`src/rtl/ext_pipe_if.sv`:
```
// ext_pipe_if: request/response bundle for the ext_pipe extension pipeline.
//   master : drives in_valid, src, mode, off, stall, flush; receives results
//   slave  : the pipeline side; receives requests, drives out_valid, ext_out,
//            misalign
// OFF_W is the byte-offset width: 2 for a 32-bit word, 3 for a 64-bit word.
interface ext_pipe_if #(
   parameter int DATA_W = 32
);
   localparam int OFF_W = $clog2(DATA_W / 8);

   logic              in_valid;
   logic [DATA_W-1:0] src;
   logic [2:0]        mode;
   logic [OFF_W-1:0]  off;
   logic              stall;
   logic              flush;
   logic              out_valid;
   logic [DATA_W-1:0] ext_out;
   logic              misalign;

   modport master (
      output in_valid, src, mode, off, stall, flush,
      input  out_valid, ext_out, misalign
   );

   modport slave (
      input  in_valid, src, mode, off, stall, flush,
      output out_valid, ext_out, misalign
   );
endinterface

```
`src/rtl/ext_pipe.sv`:
```
// ext_pipe: immediate / load-lane extension unit followed by a DEPTH-stage
// register pipeline with stall and flush.
//   clk   : sole clock, rising edge
//   reset : synchronous, active high; clears every stage (valid and data)
//   bus   : ext_pipe_if slave modport
//           in_valid/src/mode/off : request, extension done before stage 1
//           stall : hold every stage, input not sampled
//           flush : drop every in-flight request (beats stall)
//           out_valid/ext_out/misalign : last stage, fully registered
// Modes: 0 zext imm, 1 sext imm, 2 imm<<(DATA_W-IMM_W), 3/4 u/s byte lane off,
//        5/6 u/s half lane off[OFF_W-1:1], 7 pass src.
module ext_pipe #(
   parameter int IMM_W  = 16,
   parameter int DATA_W = 32,
   parameter int DEPTH  = 1
) (
   input logic         clk,
   input logic         reset,
   ext_pipe_if.slave   bus
);
   localparam int OFF_W = $clog2(DATA_W / 8);

   logic [IMM_W-1:0]  imm;
   logic [7:0]        byte_sel;
   logic [15:0]       half_sel;
   logic [DATA_W-1:0] ext_c;
   logic              mis_c;

   logic [DEPTH-1:0]             vld_q, vld_d;
   logic [DEPTH-1:0][DATA_W-1:0] data_q, data_d;
   logic [DEPTH-1:0]             mis_q, mis_d;

   assign imm      = bus.src[IMM_W-1:0];
   assign byte_sel = 8'(bus.src >> {bus.off, 3'b000});
   // off[0] is dropped for half accesses; a misaligned half still reads the
   // aligned half that contains the addressed byte.
   assign half_sel = 16'(bus.src >> {bus.off[OFF_W-1:1], 4'b0000});

   always_comb begin
      ext_c = '0;
      unique case (bus.mode)
         3'd0: ext_c[IMM_W-1:0] = imm;
         3'd1: ext_c = {{(DATA_W-IMM_W){imm[IMM_W-1]}}, imm};
         3'd2: ext_c = {imm, {(DATA_W-IMM_W){1'b0}}};
         3'd3: ext_c = {{(DATA_W-8){1'b0}}, byte_sel};
         3'd4: ext_c = {{(DATA_W-8){byte_sel[7]}}, byte_sel};
         3'd5: ext_c = {{(DATA_W-16){1'b0}}, half_sel};
         3'd6: ext_c = {{(DATA_W-16){half_sel[15]}}, half_sel};
         3'd7: ext_c = bus.src;
         default: ext_c = '0;
      endcase
   end

   assign mis_c = ((bus.mode == 3'd5) || (bus.mode == 3'd6)) && bus.off[0];

   // Data registers only load when a valid entry moves into them, so the
   // output stage keeps its last result across bubbles and flushes.
   always_comb begin
      vld_d  = vld_q;
      data_d = data_q;
      mis_d  = mis_q;
      if (bus.flush) begin
         vld_d = '0;
      end else if (!bus.stall) begin
         vld_d[0] = bus.in_valid;
         if (bus.in_valid) begin
            data_d[0] = ext_c;
            mis_d[0]  = mis_c;
         end
         for (int i = 1; i < DEPTH; i++) begin
            vld_d[i] = vld_q[i-1];
            if (vld_q[i-1]) begin
               data_d[i] = data_q[i-1];
               mis_d[i]  = mis_q[i-1];
            end
         end
      end
   end

   always_ff @(posedge clk) begin
      if (reset) begin
         vld_q  <= '0;
         data_q <= '0;
         mis_q  <= '0;
      end else begin
         vld_q  <= vld_d;
         data_q <= data_d;
         mis_q  <= mis_d;
      end
   end

   assign bus.out_valid = vld_q[DEPTH-1];
   assign bus.ext_out   = data_q[DEPTH-1];
   assign bus.misalign  = mis_q[DEPTH-1];
endmodule

```
`src/flat_wrapper.sv`:
```
// flat-port wrapper written by rule: the top's interface ports become plain ports
module ext_pipe_flat 
#(
   parameter int IMM_W  = 16,
   parameter int DATA_W = 32,
   parameter int DEPTH  = 1
)
  (clk, reset, bus_in_valid, bus_src, bus_mode, bus_off, bus_stall, bus_flush, bus_out_valid, bus_ext_out, bus_misalign);
  ext_pipe_if #(.DATA_W(DATA_W)) bus_i ();
  input logic clk;
  input logic reset;
  input wire logic [$bits(bus_i.in_valid)-1:0] bus_in_valid;
  input wire logic [$bits(bus_i.src)-1:0] bus_src;
  input wire logic [$bits(bus_i.mode)-1:0] bus_mode;
  input wire logic [$bits(bus_i.off)-1:0] bus_off;
  input wire logic [$bits(bus_i.stall)-1:0] bus_stall;
  input wire logic [$bits(bus_i.flush)-1:0] bus_flush;
  output wire logic [$bits(bus_i.out_valid)-1:0] bus_out_valid;
  output wire logic [$bits(bus_i.ext_out)-1:0] bus_ext_out;
  output wire logic [$bits(bus_i.misalign)-1:0] bus_misalign;
  assign bus_i.in_valid = bus_in_valid;
  assign bus_i.src = bus_src;
  assign bus_i.mode = bus_mode;
  assign bus_i.off = bus_off;
  assign bus_i.stall = bus_stall;
  assign bus_i.flush = bus_flush;
  assign bus_out_valid = bus_i.out_valid;
  assign bus_ext_out = bus_i.ext_out;
  assign bus_misalign = bus_i.misalign;
  ext_pipe #(.IMM_W(IMM_W), .DATA_W(DATA_W), .DEPTH(DEPTH)) u_core (.clk(clk), .reset(reset), .bus(bus_i));
endmodule
```
`config.mk`:
```
export PLATFORM = sky130hd
export DESIGN_NAME = ext_pipe_flat
export DESIGN_NICKNAME = d
export VERILOG_FILES = /design/src/rtl/ext_pipe_if.sv /design/src/rtl/ext_pipe.sv /design/src/flat_wrapper.sv
export SDC_FILE = /design/constraint.sdc
export NUM_CORES = 1
export LEC_CHECK = 0
export BUFFER_PORTS_ARGS = -buffer_cell sky130_fd_sc_hd__buf_4
export CORE_ASPECT_RATIO = 1.5
export CORE_MARGIN = 3
export CORE_UTILIZATION = 35
export DETAILED_ROUTE_END_ITERATION = 6
export GPL_TIMING_DRIVEN = 0
export PLACE_DENSITY = 0.7
export SETUP_SLACK_MARGIN = 0.02
export SLEW_MARGIN = 20
export SYNTH_ARGS = -nofsm -noshare
export SYNTH_HDL_FRONTEND = slang
export SYNTH_SLANG_ARGS = --single-unit
```
`constraint.sdc`:
```
create_clock -name clk -period 2.55 [get_ports clk]
set_clock_uncertainty 0.2 [all_clocks]
set_input_delay 0.6375 -clock clk [delete_from_list [all_inputs] [get_ports clk]]
set_output_delay 0.6375 -clock clk [all_outputs]
set_load 0.1 [all_outputs]
```
==> impl_metrics.yaml <==
layout:
  nFillCells: 588
  drive_gt1_share_pct: 39.1
  antennaDiodeCount: 0
  regArea_um2: 681
  multiInputGateArea_um2: 1290
  layout.nets: 348
  syn_to_final_growth_pct: 37.4
clock_tree:
  cts.sinks: 34
  clk_latency_ps: 290
  ctsResizeCount: 0
  hold_buffers: 0
  cts_tree: "yes"
  cts_made_buffers: 5
  clockRootBuffer: "clkbuf_8"
  clock_path_buffers: 2
  cts-htree-levels: 2
  cts_setup_buffers: 0
  clkSlewWorstSetupHoldPaths_ps: 80
sta:
  finalWorstSetupSlack_ps: 214
  hold_viol: 0
  finalSetupViolCount: 0
  fin_crit_ps: 2340
  worst_pin_slew_ps: 640
  rsz0062_at_grt: "false"
  timing.fmax_mhz: 428
  slew_headroom_pct: 57.3
  post-route-period-util_pct: 91.6
  drv_slew: 0
  whs_ps: 256
drt:
  dr_wl_met3_um: 256
  drtIter0Drc: 76
  drt-wirelength-per-cell_um: 16.7
  met1_length_um: 2600
  ant_nets: 0
  wl_met2_um: 3280
  drt_wl_total_um: 6310
  dr.pass1.iters: 4
  vias_per_cell: 5.54
  drcViolationCount: 0
  top_layer_used: "met4"
  via_count: 2087
worst_setup_path:
  arrival_ps: 2320
  cp_top_family: "simple AND/OR/NAND/NOR gates"
  crit_fanout: 10
  end_kind: "flop"
  crit_type: "in -> reg"
  ff2ff_path_depth: 3
  r2r-start: "u_core.bus.ext_out[22]"
  r2r-end: "u_core.bus.ext_out[22]"
  startpoint_type: "input port"
  critical-path-slowest-cell: "nor3b_1"
  path_cells: "buf_4 > nor3b_1 > nor2_1 > clkbuf_1 > and2_1 > a221o_1"
  required_ps: 2530
  max_stage_delay_ps: 550
  worst-path-buf-inv: 2
  r2r_slack_ps: 1500
placed_design:
  port_buffers: 74
  dp_hpwl_um: 5000
  gp_congestion: 0.860
  pre_cts_ws_ps: -96.2
die:
  core-area_um2: 5620
  dieArea_um2: 6940
  die_x_um: 69.0
  io_pins: 76
  row_count: 33
  initial_core_util_pct: 37.1
  die_h_um: 101
logic_synthesis:
  ys_seq_area_share_pct: 32.6
  synth_ff_type: "dfxtp_1"
  yosys.area.top_type: "dfxtp_1"
  synth_area_leaders: "dfxtp_1 (33%), a221o_1 (6.7%), a22oi_1 (6.1%), a31oi_2 (6.0%), a21o_1 (5.8%)"
  avgSynthCellArea_um2: 9.27
  yosys-top-cells-count: "dfxtp_1 (34), nand2_1 (19), a22oi_1 (17)"
  postSynthCellCount: 225
  yosysMostFrequentCell: "dfxtp_1"
  synth_nets: 267
  synth_top_area_share_pct: 32.6
  yosys_warnings: 0
  async_reset_ff_share_pct: 0
  yosys_register_bits: 34
  ys_types: 41
  syn_area_um2: 2090
  synth-edff-count: 0
global_route:
  overflow: 0
  grt_pass1_wl_um: 10100
  grt_antenna_before_repair: 0
  grt_max_degree: 13
  grt_pass1_vias: 2095
  grt_usage_pct: 18.0
hold_path:
  min_from: "u_core.bus.misalign"
  min-delay-path-class: "reg -> reg"
  hold_end: "u_core.bus.misalign"
  min_path_cells: 2
pwr:
  p_leak_nw: 1.14
  vdd_drop_max_mv: 0.308
  power_density_nw_per_um2: 528
status:
  status: "finished clean"
job:
  drv_cap: 0
==> worst max path at each step <==
stage,start,cells after the start,slack [ps],to
floorplan,bus_mode[0],7,390,u_core.bus.ext_out[0]
global placement,bus_stall,6,-80,u_core.bus.ext_out[6]
detailed placement,bus_stall,6,-100,u_core.bus.ext_out[6]
CTS,bus_stall,6,170,u_core.bus.ext_out[6]
global route,bus_stall,6,70,u_core.bus.ext_out[6]
finish,bus_stall,6,210,u_core.bus.ext_out[6]
==> through the flow <==
stage / TNS [ps] / util (%) / cells / total power [mW] / instance area (um^2)
floorplan: 0 / - / 225 / 0.793 / 2090
global placement: -217 / 48.6 / 369 / 0.912 / 2730
detailed placement: -325 / 48.6 / 369 / 0.915 / 2730
CTS: 0 / 51.0 / 377 / 1.52 / 2870
global route: 0 / 51.0 / 377 / 1.57 / 2870
finish: 0 / 51.0 / 377 / 1.51 / 2870
==> cell usage in the layout (no fill, tap or decap), drive strengths merged <==
| master | netlist | final |
|---|---|---|
| a21o | 16 | 16 |
| a21oi | 11 | 11 |
| a221o | 14 | 14 |
| a22oi | 17 | 17 |
| a2bb2oi | 1 | 1 |
| a311oi | 2 | 2 |
| a31oi | 16 | 16 |
| and2 | 8 | 8 |
| and3 | 2 | 2 |
| and3b | 2 | 2 |
| buf | 13 | 87 |
| bufinv | 0 | 2 |
| clkbuf | 7 | 12 |
| clkinv | 0 | 1 |
| dfxtp | 34 | 34 |
| inv | 1 | 1 |
| mux2 | 9 | 9 |
| mux2i | 8 | 8 |
| mux4 | 1 | 1 |
| nand2 | 20 | 20 |
| nand2b | 1 | 1 |
| nand3 | 11 | 11 |
| nand4 | 1 | 1 |
| nor2 | 5 | 5 |
| nor2b | 2 | 2 |
| nor3 | 1 | 1 |
| nor3b | 4 | 4 |
| o21ai | 4 | 4 |
| o21bai | 1 | 1 |
| o221ai | 1 | 1 |
| o2bb2ai | 7 | 7 |
| or2 | 2 | 2 |
| or3b | 1 | 1 |
| or4b | 1 | 1 |
| xor2 | 1 | 1 |
==> worst reg2reg max path: cells and delay by family, from the launching register on <==
kind               cells  cell delay [ps]
AOI/OAI and AO/OA      2              330
DFF                    1              360
and+or+nand+nor        1               90
==> cell type report <==
class | instances | share of cell area, %
sequential | 34 | 23.7
inverter | 1 | 0.131
clock buffer | 5 | 2.40
tap | 70 | 3.06
buffer | 20 | 3.84
multi-input combinational | 170 | 45.0
timing repair buffer | 74 | 19.4
clock inverter | 3 | 2.40
==> power breakdown <==
part	switching, mW	internal, mW
combinational	0.225	0.129
sequential	0.00691	0.543
clock	0.218	0.392
==> registers in the layout (all words and copies together), names as in the netlist <==
name                  count
u_core.bus.ext_out       32
u_core.bus.out_valid      1
u_core.bus.misalign       1
==> layer usage <==
layer  track usage [%]  vias to the layer above
met2              31.6                       70
met3              2.89                       14
met1              21.3                      966
li1                  -                     1037
met5                 0                        -
met4              8.27                        0
==> cells by family (layout without fill, tap and decap cells) <==
kind of cell              after synthesis  after routing  synth area share, %
AOI/OAI and AO/OA                      90             90                 35.5
and+or+nand+nor                        61             61                 16.3
DFF                                    34             34                 32.6
buffers and inverters                  21            103                 5.46
muxes                                  18             18                 9.78
xor gates and xnor gates                1              1                0.420
Note: power is estimated with default switching activity, not from simulation.
